==> src/rtl/eq2_pattern_gen_if.sv <==
// Operand-pair beat channel from the pattern generator to the comparator.
// Carries a/b symbols, err_beat marker and the valid/ready handshake.
interface eq2_pattern_gen_if;
    logic [1:0] a;
    logic [1:0] b;
    logic       valid;
    logic       ready;
    logic       err_beat;

    modport master (
        output a,
        output b,
        output valid,
        output err_beat,
        input  ready
    );

    modport slave (
        input  a,
        input  b,
        input  valid,
        input  err_beat,
        output ready
    );
endinterface

==> src/rtl/eq2_pattern_gen.sv <==
// Burst source of 2-bit operand pairs for 2-bit equality comparator self-test.
// Ports: clk, reset_n (sync, active low), start/mode/fixed_val/len/inject_err
// command inputs, bus (master: a, b, valid, err_beat out; ready in),
// busy (burst running) and done (one-cycle end-of-burst pulse).
module eq2_pattern_gen #(
    parameter logic [7:0]  LFSR_SEED = 8'hA5,
    parameter int unsigned ERR_IDX   = 3
) (
    input  logic             clk,
    input  logic             reset_n,
    input  logic             start,
    input  logic [1:0]       mode,
    input  logic [1:0]       fixed_val,
    input  logic [7:0]       len,
    input  logic             inject_err,
    eq2_pattern_gen_if.master bus,
    output logic             busy,
    output logic             done
);

    // An all-zero LFSR would lock up, so a zero seed is forced to 1.
    localparam logic [7:0] SEED = (LFSR_SEED == 8'h00) ? 8'h01 : LFSR_SEED;

    typedef enum logic [1:0] {
        IDLE = 2'd0,
        RUN  = 2'd1,
        DONE = 2'd2
    } state_t;

    state_t     state, state_n;
    logic [1:0] mode_q, mode_n;
    logic [1:0] fix_q, fix_n;
    logic [7:0] len_q, len_n;
    logic       inj_q, inj_n;
    logic [7:0] idx, idx_n;
    logic [7:0] lfsr, lfsr_n;

    logic       fire;
    logic       corrupt;
    logic [1:0] sym;
    logic [7:0] lfsr_step;

    always_ff @(posedge clk) begin
        if (!reset_n) begin
            state  <= IDLE;
            mode_q <= 2'd0;
            fix_q  <= 2'd0;
            len_q  <= 8'd0;
            inj_q  <= 1'b0;
            idx    <= 8'd0;
            lfsr   <= SEED;
        end else begin
            state  <= state_n;
            mode_q <= mode_n;
            fix_q  <= fix_n;
            len_q  <= len_n;
            inj_q  <= inj_n;
            idx    <= idx_n;
            lfsr   <= lfsr_n;
        end
    end

    assign lfsr_step = {lfsr[6:0], lfsr[7] ^ lfsr[5] ^ lfsr[4] ^ lfsr[3]};
    assign fire      = (state == RUN) && bus.ready;

    always_comb begin
        state_n = state;
        mode_n  = mode_q;
        fix_n   = fix_q;
        len_n   = len_q;
        inj_n   = inj_q;
        idx_n   = idx;
        lfsr_n  = lfsr;
        unique case (state)
            IDLE: begin
                if (start) begin
                    mode_n  = mode;
                    fix_n   = fixed_val;
                    len_n   = len;
                    inj_n   = inject_err;
                    idx_n   = 8'd0;
                    lfsr_n  = SEED;
                    state_n = (len == 8'd0) ? DONE : RUN;
                end
            end
            RUN: begin
                // Index and LFSR move only on a transfer, which keeps
                // the beat stable under backpressure.
                if (fire) begin
                    idx_n  = idx + 8'd1;
                    lfsr_n = lfsr_step;
                    if (idx + 8'd1 == len_q) begin
                        state_n = DONE;
                    end
                end
            end
            DONE: begin
                state_n = IDLE;
            end
            default: begin
                state_n = IDLE;
            end
        endcase
    end

    always_comb begin
        sym = 2'b00;
        unique case (mode_q)
            2'd0: sym = idx[1:0];
            2'd1: sym = lfsr[1:0];
            2'd2: sym = fix_q;
            2'd3: sym = idx[0] ? 2'b10 : 2'b01;
            default: sym = 2'b00;
        endcase
    end

    // In RUN idx < len_q, so matching ERR_IDX implies ERR_IDX < len.
    assign corrupt = (state == RUN) && inj_q && (32'(idx) == ERR_IDX);

    assign bus.valid    = (state == RUN);
    assign bus.a        = bus.valid ? sym : 2'b00;
    assign bus.b        = bus.a ^ {1'b0, corrupt};
    assign bus.err_beat = corrupt;
    assign busy         = (state == RUN);
    assign done         = (state == DONE);

endmodule

==> src/flat_wrapper.sv <==
// flat-port wrapper written by rule: the top's interface ports become plain ports
module eq2_pattern_gen_flat 
#(
    parameter logic [7:0]  LFSR_SEED = 8'hA5,
    parameter int unsigned ERR_IDX   = 3
)
  (clk, reset_n, start, mode, fixed_val, len, inject_err, busy, done, bus_a, bus_b, bus_valid, bus_err_beat, bus_ready);
  eq2_pattern_gen_if bus_i ();
  input  logic clk;
  input  logic reset_n;
  input  logic start;
  input  logic [1:0] mode;
  input  logic [1:0] fixed_val;
  input  logic [7:0] len;
  input  logic inject_err;
  output logic busy;
  output logic done;
  output wire logic [$bits(bus_i.a)-1:0] bus_a;
  output wire logic [$bits(bus_i.b)-1:0] bus_b;
  output wire logic [$bits(bus_i.valid)-1:0] bus_valid;
  output wire logic [$bits(bus_i.err_beat)-1:0] bus_err_beat;
  input wire logic [$bits(bus_i.ready)-1:0] bus_ready;
  assign bus_a = bus_i.a;
  assign bus_b = bus_i.b;
  assign bus_valid = bus_i.valid;
  assign bus_err_beat = bus_i.err_beat;
  assign bus_i.ready = bus_ready;
  eq2_pattern_gen #(.LFSR_SEED(LFSR_SEED), .ERR_IDX(ERR_IDX)) u_core (.clk(clk), .reset_n(reset_n), .start(start), .mode(mode), .fixed_val(fixed_val), .len(len), .inject_err(inject_err), .bus(bus_i), .busy(busy), .done(done));
endmodule
==> config.mk <==
export PLATFORM = sky130hd
export DESIGN_NAME = eq2_pattern_gen_flat
export DESIGN_NICKNAME = d
export VERILOG_FILES = /design/src/rtl/eq2_pattern_gen_if.sv /design/src/rtl/eq2_pattern_gen.sv /design/src/flat_wrapper.sv
export SDC_FILE = /design/constraint.sdc
export NUM_CORES = 1
export LEC_CHECK = 0
export CORE_AREA = 2 2 58 60
export DETAILED_ROUTE_END_ITERATION = 8
export DIE_AREA = 0 0 60 62
export PLACE_DENSITY = 0.9
export SYNTH_ARGS = -nofsm -noshare
export SYNTH_HDL_FRONTEND = slang
export SYNTH_SLANG_ARGS = --single-unit
==> constraint.sdc <==
create_clock -name clk -period 6.03 [get_ports clk]
set_input_delay 1.809 -clock clk [delete_from_list [all_inputs] [get_ports clk]]
set_output_delay 1.809 -clock clk [all_outputs]
set_load 0.005 [all_outputs]
* Word-level counts from Yosys, hierarchy flattened *
Cells that the tools add are included.

word-level totals
  word-level logic and storage cells = 46
  bits in registers = 31
  bits of input ports = 17
  output and inout port bits = 8

cells by class
  eq/ne operators = 10
  bitwise gates (word level) = 4
  $add $sub $neg = 1
  reductions and logical operators = 10
  mux-type cells = 14

operators with widths
  cell                                           number
  2-to-1 mux 8 bit                               4
  one-hot mux 8 bit (2 select lines)             2
  2-to-1 mux 2 bit                               6
  adder 8 x 1 -> 8 bit, second input constant    1
  == test 8 x 2 -> 1 bit, second input constant  1
  == test 8 bit                                  1
  logical NOT 8 bit                              1
  one-hot mux 2 bit (4 select lines)             1
  == test 2 bit, second input constant           3
  inequality test 2 bit, second input constant   3
  AND reduction 3 bit                            2
  == test 2 x 1 -> 1 bit, second input constant  2
  logical NOT 2 bit                              2
  one-hot mux 2 bit (2 select lines)             1
  logical AND 1 bit                              3
  bitwise XOR 1 bit                              3
  AND reduction 2 bit                            1
  nonzero test 2 bit                             1
  bitwise XOR 2 x 1 -> 2 bit                     1

* Depth between registers and ports, before layout *
Gate-level depths: netlist of the first run.

  depth in word-level cells = 5
  mapped depth = 7
  gate-level depth less buffers = 6

* Worst setup path before layout of the first run *
OpenSTA, ideal clock, no wires.

  path kind = register to output
  start point = register u_core.idx[3]
  end point = output port bus_b[0]
  arrival = 1.406 ns
  stages on the path, launching flop included = 6
  data required time = 4.221 ns
  slack = 2.815 ns
  buffers on the path = 1
  cell sequence = dfxtp_1 buf_6 or4b_4 nor4_4 nand2_1 mux2i_1

on the way
  longest elaborated chain between the ends = 3

ends and longest elaborated chain
  element                     RTL line                source
  from (decl)                 eq2_pattern_gen.sv:35   logic [7:0] idx, idx_n;
  from (signal assigned)      eq2_pattern_gen.sv:58   idx <= idx_n;
  == test 8 x 2 -> 1 bit      eq2_pattern_gen.sv:118  assign corrupt = (state == RUN) && inj_q && (32'(idx) == ERR_IDX);
  logical AND 1 bit           eq2_pattern_gen.sv:118
  bitwise XOR 2 x 1 -> 2 bit  eq2_pattern_gen.sv:122  assign bus.b = bus.a ^ {1'b0, corrupt};
  to (decl)                   flat_wrapper.sv:19      output wire logic [$bits(bus_i.b)-1:0] bus_b;

Every way passes these cells.

* Final worst setup path of the first run *
Ends and elaborated chain as after synthesis.

==> results of run 1 <==
[cell type report]
class / instances / area, um2 / area share, %
clock buffers: 8 / 68.8 / 3.40
inverters: 5 / 18.8 / 0.926
multi-input cells: 155 / 1020 / 50.4
flip-flops and latches: 31 / 621 / 30.6
well taps: 46 / 57.6 / 2.84
repair buffers: 24 / 240 / 11.9
[worst paths after layout]
check / start / end / slack, ps / cells after the start
worst max-delay path: u_core.idx[3] / bus_b[0] / 1860 / 5
worst min-delay path: u_core.inj_q / u_core.inj_q / 460 / 2
worst max register to register: u_core.state[0] / u_core.idx[2] / 4030 / 4
worst min register to register: u_core.inj_q / u_core.inj_q / 460 / 2
[cell families after synthesis]
family          after synthesis  share of synthesized area [%]
mux                           4                           3.01
buf+inv                      20                           6.02
compound gates               48                           19.4
simple gates                 91                           29.8
xor+xnor                     11                           5.52
fa+ha+maj                     1                          0.716
flops                        31                           35.5
[per-layer routing]
metal	up-vias	track usage [%]	wire length, um
met5	-	0	0
met4	0	7.62	61
met3	6	6.83	137
met2	31	35.4	1720
met1	680	27.0	1640
li1	751	-	-
[where the power goes]
part	internal [W]	leakage, nW	switching [W]
registers	0.000213	0.253	0.0000105
clock network	0.0000685	0.0386	0.0000683
logic	0.0000356	0.408	0.0000321
total	0.000318	0.700	0.000111
[cells in the final DEF (no fill, tap or decap), types with 2 or more instances in the layout]
cell type	netlist	layout
clkdlybuf4s50_1	0	24
a211oi_1	2	2
nor4_1	5	5
nand2b_1	3	3
dfxtp_1	31	31
xnor2_1	8	8
a21boi_1	17	17
or3_1	3	3
nor2_1	12	12
mux2i_1	3	3
nor2b_1	11	11
xor2_1	3	3
a21oi_1	4	4
nand4b_1	2	2
a22oi_1	6	6
inv_1	4	4
nand3_1	4	4
nand2_1	33	33
nor3b_1	3	3
o21ai_1	8	8
o211ai_1	2	2
clkbuf_4	0	5
clkbuf_8	0	2
and2_1	2	2
[sequential cells by signal (all words and copies together), names as in the netlist]
name / cells
u_core.lfsr: 8
u_core.state: 2
u_core.mode_q: 2
u_core.inj_q: 1
u_core.len_q: 8
u_core.idx: 8
u_core.fix_q: 2
[through the flow]
step	hold WS, ps	cells	setup slack, ps	instance area (um2)	util (%)
3_3_place_gp	442	261	2290	1960	61.6
6_report	459	269	1860	2030	63.8
3_5_place_dp	449	261	2210	1960	61.6
4_1_cts	461	269	1840	2030	63.8
2_1_floorplan	430	206	2810	1750	-
5_1_grt	482	269	1700	2030	63.8
[tightest hold or removal path: stages (launching register included)]
cell and delay, ps:
dfxtp_1 320, nand2_1 50, a21boi_1 50
==> impl_metrics.tcl, run 1 <==
set metrics [dict create \
    synth_common_cells "nand2_1 (33), dfxtp_1 (31), a21boi_1 (17)" \
    p_total_w 0.000428 \
    yosys-top-cells-area "dfxtp_1 (36%), a21boi_1 (7.3%), nand2_1 (7.1%)" \
    rsz0062_at_grt "false" \
    hold_path.class "reg -> reg" \
    viasPerCell 5.46 \
    crit_chain "or4b_4 -> nor4_4 -> nand2_1 -> mux2i_1 -> clkdlybuf4s50_1" \
    antenna_found_initial 0 \
    max_freq_ghz 0.240 \
    synth_cell_types 50 \
    critical_path_arrival_ps 2360 \
    insertedDiodeCount 0 \
    wl_per_cell_um 13.2 \
    ys_ff_latch 31 \
    fin_nets 240 \
    setup_viol 0 \
    htree_num_levels 2 \
    grt_pass1_wl_mm 5.87 \
    crit_path_max_fanout 8 \
    yosysTopAreaCellShare_pct 35.5 \
    vdd_ir_drop_max_uv 137 \
    layout-drive-gt1-share_pct 8.97 \
    drtPass1Iterations 4 \
    cts_buffer_depth 2 \
    fin_tns_setup_ps 0 \
    ant_nets 0 \
    crit_family "simple AND/OR/NAND/NOR gates" \
    hpwlAfterDp_mm 2.65 \
    grt_pass1_vias 1301 \
    synth_ff_type "dfxtp_1" \
    ys_seq_area_share_pct 35.5 \
    core_um2 3180 \
    worst-path-buf-inv 1 \
    postCtsHoldBufs 0 \
    vias 1468 \
    synth.most_common_cell "nand2_1" \
    maxCapViolCount 0 \
    cp_slowest_stage_delay_ps 580 \
    cts_sinks 31 \
    grt_max_degree 31 \
    syn_area_per_cell_um2 8.48 \
    period_minus_slack_ps 4170 \
    synth_edf_count 0 \
    fin_crit_sh_pct 69.2 \
    synth-async-reset-ratio_pct 0 \
    clock_latency_ps 340 \
    required_ps 4220 \
    syn_to_final_growth_pct 16.0 \
    netlist_area_um2 1750 \
    gp_congestion 0.819 \
    maxSlewViolCount 0 \
    num_rows 21 \
    first_iter_violations 39 \
    grtUsageTotal_pct 21.7 \
    drc 0 \
    cts_setup_buffers 0 \
    leakage_nw 0.700 \
    critical_path_class "reg -> out" \
    crit_slowest_cell "or4b_4" \
    fp.dieW_um 60 \
    worst_pin_slew_ps 893 \
    cellPowerDensity_nw_per_um2 211 \
    cts_tree "yes" \
    cts_resized 0 \
    critPathLaunchType "flop" \
    start_util_pct 54.9 \
    gr-total-overflow 0 \
    cts_root_buffer "clkbuf_4" \
    ioPinCount 25 \
    portBuffers 24 \
    clk_pin_slew_ps 90 \
    fillCellCount 286 \
    worstSetupEndpointType "output port" \
    die-area_um2 3720 \
    status "finished clean" \
    slew_headroom_pct 40.1 \
    synthCells 206 \
    synth.net_count 224 \
    wl_mm 3.56 \
    yosysWarnings 0 \
    die_h_um 62 \
    yosysTopAreaCell "dfxtp_1" \
    finClkSkew_ps 5.36 \
    numCtsBuffers 5 \
    report.final.hold_viol_count 0 \
]
Note: power is estimated with default switching activity, not from simulation.
==> run 2: changes to the inputs <==
--- a/config.mk
+++ b/config.mk
@@ -5,10 +5,10 @@
 export SDC_FILE = /design/constraint.sdc
 export NUM_CORES = 1
 export LEC_CHECK = 0
-export CORE_AREA = 2 2 58 60
+export CORE_AREA = 2 2 64 66
 export DETAILED_ROUTE_END_ITERATION = 8
-export DIE_AREA = 0 0 60 62
-export PLACE_DENSITY = 0.9
+export DIE_AREA = 0 0 66 68
+export PLACE_DENSITY = 0.79
 export SYNTH_ARGS = -nofsm -noshare
 export SYNTH_HDL_FRONTEND = slang
 export SYNTH_SLANG_ARGS = --single-unit
==> constraint.sdc (replaced) <==
create_clock -name clk -period 3.7 [get_ports clk]
set_input_delay 1.11 -clock clk [delete_from_list [all_inputs] [get_ports clk]]
set_output_delay 1.11 -clock clk [all_outputs]
set_load 0.005 [all_outputs]
==> run 2 against run 1 <==
  * Non-clock buffer count grew 2
  * Sequential share of layout area shrank 0.57 points
  * Wire length grew 0.84%
  * Clock skew shrank 3.6 ps
  * Highest routed layer unchanged
  * Global-route usage shrank 3.4 points
  * Largest cell class unchanged
  * Register-to-register slack lost 2300 ps
  * Cell area grew 1.9%
==> impl_metrics.tcl, run 2 (synthesized netlist as in run 1, its figures left out) <==
set metrics [dict create \
    crit_chain "or4b_4 -> nor4_4 -> nand2_1 -> mux2i_1 -> clkdlybuf4s50_1" \
    grtUsageTotal_pct 18.2 \
    critical_path_arrival_ps 2260 \
    drc 0 \
    cts_buffer_depth 2 \
    leakage_nw 0.718 \
    gp_congestion 0.782 \
    cts_root_buffer "clkbuf_8" \
    fin_tns_setup_ps 0 \
    ant_nets 0 \
    worst-path-buf-inv 1 \
    wl_mm 3.59 \
    vdd_ir_drop_max_uv 236 \
    worst_pin_slew_ps 553 \
    viasPerCell 5.43 \
    num_rows 23 \
    first_iter_violations 44 \
    drtPass1Iterations 4 \
    maxCapViolCount 0 \
    power_switching_w 0.000194 \
    status "finished clean" \
    critical_path_class "reg -> out" \
    die-area_um2 4490 \
    fin_crit_sh_pct 90.9 \
    rsz0062_at_grt "false" \
    place_inst 267 \
    ioPinCount 25 \
    p_int_w 0.000553 \
    fillCellCount 397 \
    core_um2 3860 \
    report.final.hold_viol_count 0 \
    antenna_found_initial 0 \
    grt_pass1_wl_mm 6.10 \
    die_h_um 68 \
    fin_nets 242 \
    clock_latency_ps 290 \
    layout_commonest_cell "nand2_1" \
    combPwrFrac_pct 15.0 \
    required_ps 2590 \
    cts_setup_buffers 0 \
    finalNonFillerCells 274 \
    finClkSkew_ps 1.78 \
    crit_path_max_fanout 8 \
    setup_ws_ps 335 \
    grt_max_degree 30 \
    critPathLaunchType "flop" \
    htree_num_levels 2 \
    vias 1487 \
    wl_per_cell_um 13.1 \
    max_freq_ghz 0.297 \
    fp.dieW_um 66 \
    gr-total-overflow 0 \
    power_switching_share_pct 26.0 \
    syn_to_final_growth_pct 18.3 \
    postCtsHoldBufs 0 \
    hold_path.class "reg -> reg" \
    seqPwrFrac_pct 48.8 \
    slew_headroom_pct 63.1 \
    insertedDiodeCount 0 \
    cts_sinks 31 \
    crit_family "simple AND/OR/NAND/NOR gates" \
    clk_pin_slew_ps 60 \
    crit_slowest_cell "or4b_4" \
    setup_viol 0 \
    cp_slowest_stage_delay_ps 570 \
    largestRegisters "u_core.idx x8, u_core.len_q x8, u_core.lfsr x8" \
    grt_pass1_vias 1309 \
    cellPowerDensity_nw_per_um2 362 \
    numCtsBuffers 5 \
    maxSlewViolCount 0 \
    clkPwrFrac_pct 36.2 \
    worstSetupEndpointType "output port" \
    period_minus_slack_ps 3370 \
    hpwlAfterDp_mm 2.59 \
    whs_ps 457 \
    cts_tree "yes" \
    final_cell_mix "nand2_1 (33), dfxtp_1 (31), clkdlybuf4s50_1 (24)" \
    start_util_pct 45.3 \
    final_core_util_pct 53.6 \
    portBuffers 24 \
    cts_resized 0 \
    layout-drive-gt1-share_pct 9.82 \
    pre_cts_slack_ps 618 \
]
==> run 2: cell count changes in the layout (fill, tap and decap cells not counted) <==
cell	delta
buf_4	+2
clkbuf_8	+4
clkbuf_1	-1
clkbuf_4	-5
clkinv_2	+1
==> run 2: through the flow <==
step	instance area, um2	total power (W)
CTS	2070	0.000754
floorplan	1750	0.000444
finish	2070	0.000748
global placement	1980	0.000483
global route	2070	0.000780
detailed placement	1980	0.000485
==> run 2: final cells by class <==
cell class              instances  area, um2  area share, %
multi-input cells             155       1020           49.4
flip-flops and latches         31        621           30.0
repair buffers                 26        255           12.4
clock buffers                   6       82.6           4.00
well taps                      50       62.6           3.03
inverters                       5       18.8          0.909
clock inverters                 1       5.00          0.242
==> run 2: layer usage <==
| metal | share of wire (%) | GRT usage (%) |
|---|---|---|
| met5 | 0 | 0 |
| met2 | 46 | 29.0 |
| met3 | 3.5 | 5.43 |
| met1 | 48 | 23.1 |
| met4 | 2.0 | 7.65 |
==> run 2: final timing paths <==
path | from | cells after the start | to | slack, ps
setup / recovery | u_core.idx[3] | 5 | bus_b[0] | 340
hold / removal | u_core.fix_q[1] | 2 | u_core.fix_q[1] | 460
setup reg to reg | u_core.idx[0] | 6 | u_core.state[0] | 1780
hold reg to reg | u_core.fix_q[1] | 2 | u_core.fix_q[1] | 460
==> run 2: tightest hold or removal path, cell delays in order, from the launching register on <==
cell,delay [ps]
dfxtp_1,310
nand2_1,50
a21boi_1,50
==> run 2: power groups by stage <==
stage	clock network (W)	registers (W)	logic, W
floorplan	0	0.000366	0.0000778
global placement	0	0.000372	0.000111
detailed placement	0	0.000372	0.000113
CTS	0.000276	0.000365	0.000113
global route	0.000288	0.000367	0.000125
finish	0.000271	0.000365	0.000112
==> run 3: changes to the inputs <==
--- a/config.mk
+++ b/config.mk
@@ -5,9 +5,9 @@
 export SDC_FILE = /design/constraint.sdc
 export NUM_CORES = 1
 export LEC_CHECK = 0
-export CORE_AREA = 2 2 64 66
+export CORE_AREA = 10 10 72 74
 export DETAILED_ROUTE_END_ITERATION = 8
-export DIE_AREA = 0 0 66 68
+export DIE_AREA = 0 0 82 84
 export PLACE_DENSITY = 0.79
 export SYNTH_ARGS = -nofsm -noshare
 export SYNTH_HDL_FRONTEND = slang
==> run 3 against run 2 <==
  * Via count increased by 1.1%
  * Clock power decreased by 6%
  * Non-clock buffer count increased by 1
  * Hold slack improved by 6.7 ps
  * Setup slack improved by 13 ps
  * Clock-buffer cell count increased by 1
  * Clock skew increased by 6.2 ps
  * Final cell count increased by 0.73%
  * Register-to-register slack about the same
  * Total power decreased by 1.8%
  * Die area increased by 53%
==> impl_metrics.tcl, run 3 (synthesized netlist as in run 1, its figures left out) <==
set metrics [dict create \
    drc 0 \
    grt_pass1_vias 1468 \
    gp_congestion 0.829 \
    grt_pass1_wl_mm 6.68 \
    vdd_ir_drop_max_uv 265 \
    worstHoldStart "u_core.fix_q[0]" \
    rsz0062_at_grt "false" \
    startpoint "u_core.idx[3]" \
    fin_nets 243 \
    htree_num_levels 2 \
    antenna_found_initial 0 \
    postCtsHoldBufs 0 \
    grtUsageTotal_pct 12.3 \
    setup_ws_ps 348 \
    crit_chain "or4b_4 -> nor4_4 -> nand2_1 -> mux2i_1 -> clkdlybuf4s50_1" \
    final_cell_mix "nand2_1 (33), dfxtp_1 (31), clkdlybuf4s50_1 (24)" \
    required_ps 2590 \
    maxSlewViolCount 0 \
    first_iter_violations 69 \
    viasPerCell 5.45 \
    syn_to_final_growth_pct 18.3 \
    critical_path_class "reg -> out" \
    layout_commonest_cell "nand2_1" \
    insertedDiodeCount 0 \
    period_minus_slack_ps 3350 \
    slew_headroom_pct 62.8 \
    cellPowerDensity_nw_per_um2 355 \
    wl_per_cell_um 14.2 \
    cts_sinks 31 \
    crit_slowest_cell "or4b_4" \
    core_um2 3860 \
    final_core_util_pct 53.6 \
    worst_pin_slew_ps 557 \
    fp.dieW_um 82 \
    num_rows 23 \
    cp_slowest_stage_delay_ps 580 \
    whs_ps 464 \
    fillCellCount 382 \
    report.final.hold_viol_count 0 \
    finClkSkew_ps 7.94 \
    hpwlAfterDp_mm 2.86 \
    clock_latency_ps 290 \
    largestRegisters "u_core.idx x8, u_core.len_q x8, u_core.lfsr x8" \
    clk_pin_slew_ps 60 \
    worstSetupEndpointType "output port" \
    ioPinCount 25 \
    ant_nets 0 \
    die_h_um 84 \
    status "finished clean" \
    maxCapViolCount 0 \
    start_util_pct 45.3 \
    vias 1504 \
    wl_mm 3.93 \
    crit_path_max_fanout 8 \
    cts_resized 0 \
    critPathLaunchType "flop" \
    cts_root_buffer "clkbuf_8" \
    leakage_nw 0.718 \
    setup_viol 0 \
    gr-total-overflow 0 \
    fin_tns_setup_ps 0 \
    r2r-start "u_core.idx[0]" \
    critical_path_arrival_ps 2240 \
    hold_path.class "reg -> reg" \
    layout-drive-gt1-share_pct 9.73 \
    pre_cts_slack_ps 641 \
    cts_buffer_depth 2 \
    max_freq_ghz 0.298 \
    cts_setup_buffers 0 \
    grt_max_degree 31 \
    cts_tree "yes" \
    portBuffers 24 \
    die-area_um2 6890 \
    fin_crit_sh_pct 90.6 \
    numCtsBuffers 5 \
    drtPass1Iterations 4 \
]
## run 3: where the power goes
group	switching, W	total [W]	internal [W]
Clock	0.000123	0.000255	0.000132
Combinational	0.0000531	0.000114	0.0000605
Sequential	0.0000176	0.000366	0.000348
## run 3: worst paths after layout
check                                  endpoint  slack, ps  cells past startpoint
worst max-delay path                   bus_b[0]        350                      5
worst min-delay path            u_core.fix_q[0]        460                      2
worst max register to register  u_core.state[0]       1770                      6
worst min register to register  u_core.fix_q[0]        460                      2
## run 3: per-layer routing
layer  vias to the layer above  track usage [%]  wire [um]
li1                        755                -          -
met3                         8             4.74        179
met2                        29             19.3       1910
met1                       712             14.1       1760
met5                         -                0          0
met4                         0             6.04         77
## run 3: worst max-delay path, delay by kind of cell, from the launching register on
family	cells	cell delay, ps
buffers and inverters	1	520
DFF	1	380
muxes	1	130
and+or+nand+nor	3	930
## run 3: cell type report
| class | instances | area, um2 | area share, % |
|---|---|---|---|
| Sequential cell | 31 | 621 | 30.0 |
| Clock buffer | 7 | 76.3 | 3.69 |
| Inverter | 5 | 18.8 | 0.908 |
| Multi-Input combinational cell | 155 | 1020 | 49.4 |
| Tap cell | 50 | 62.6 | 3.03 |
| Timing Repair Buffer | 27 | 263 | 12.7 |
| Clock inverter | 1 | 5.00 | 0.242 |
## run 3: metrics by stage
stage	instances	total power [W]	area [um2]
floorplan	206	0.000444	1750
global placement	268	0.000485	1990
detailed placement	268	0.000487	1990
CTS	276	0.000740	2070
global route	276	0.000769	2070
finish	276	0.000734	2070
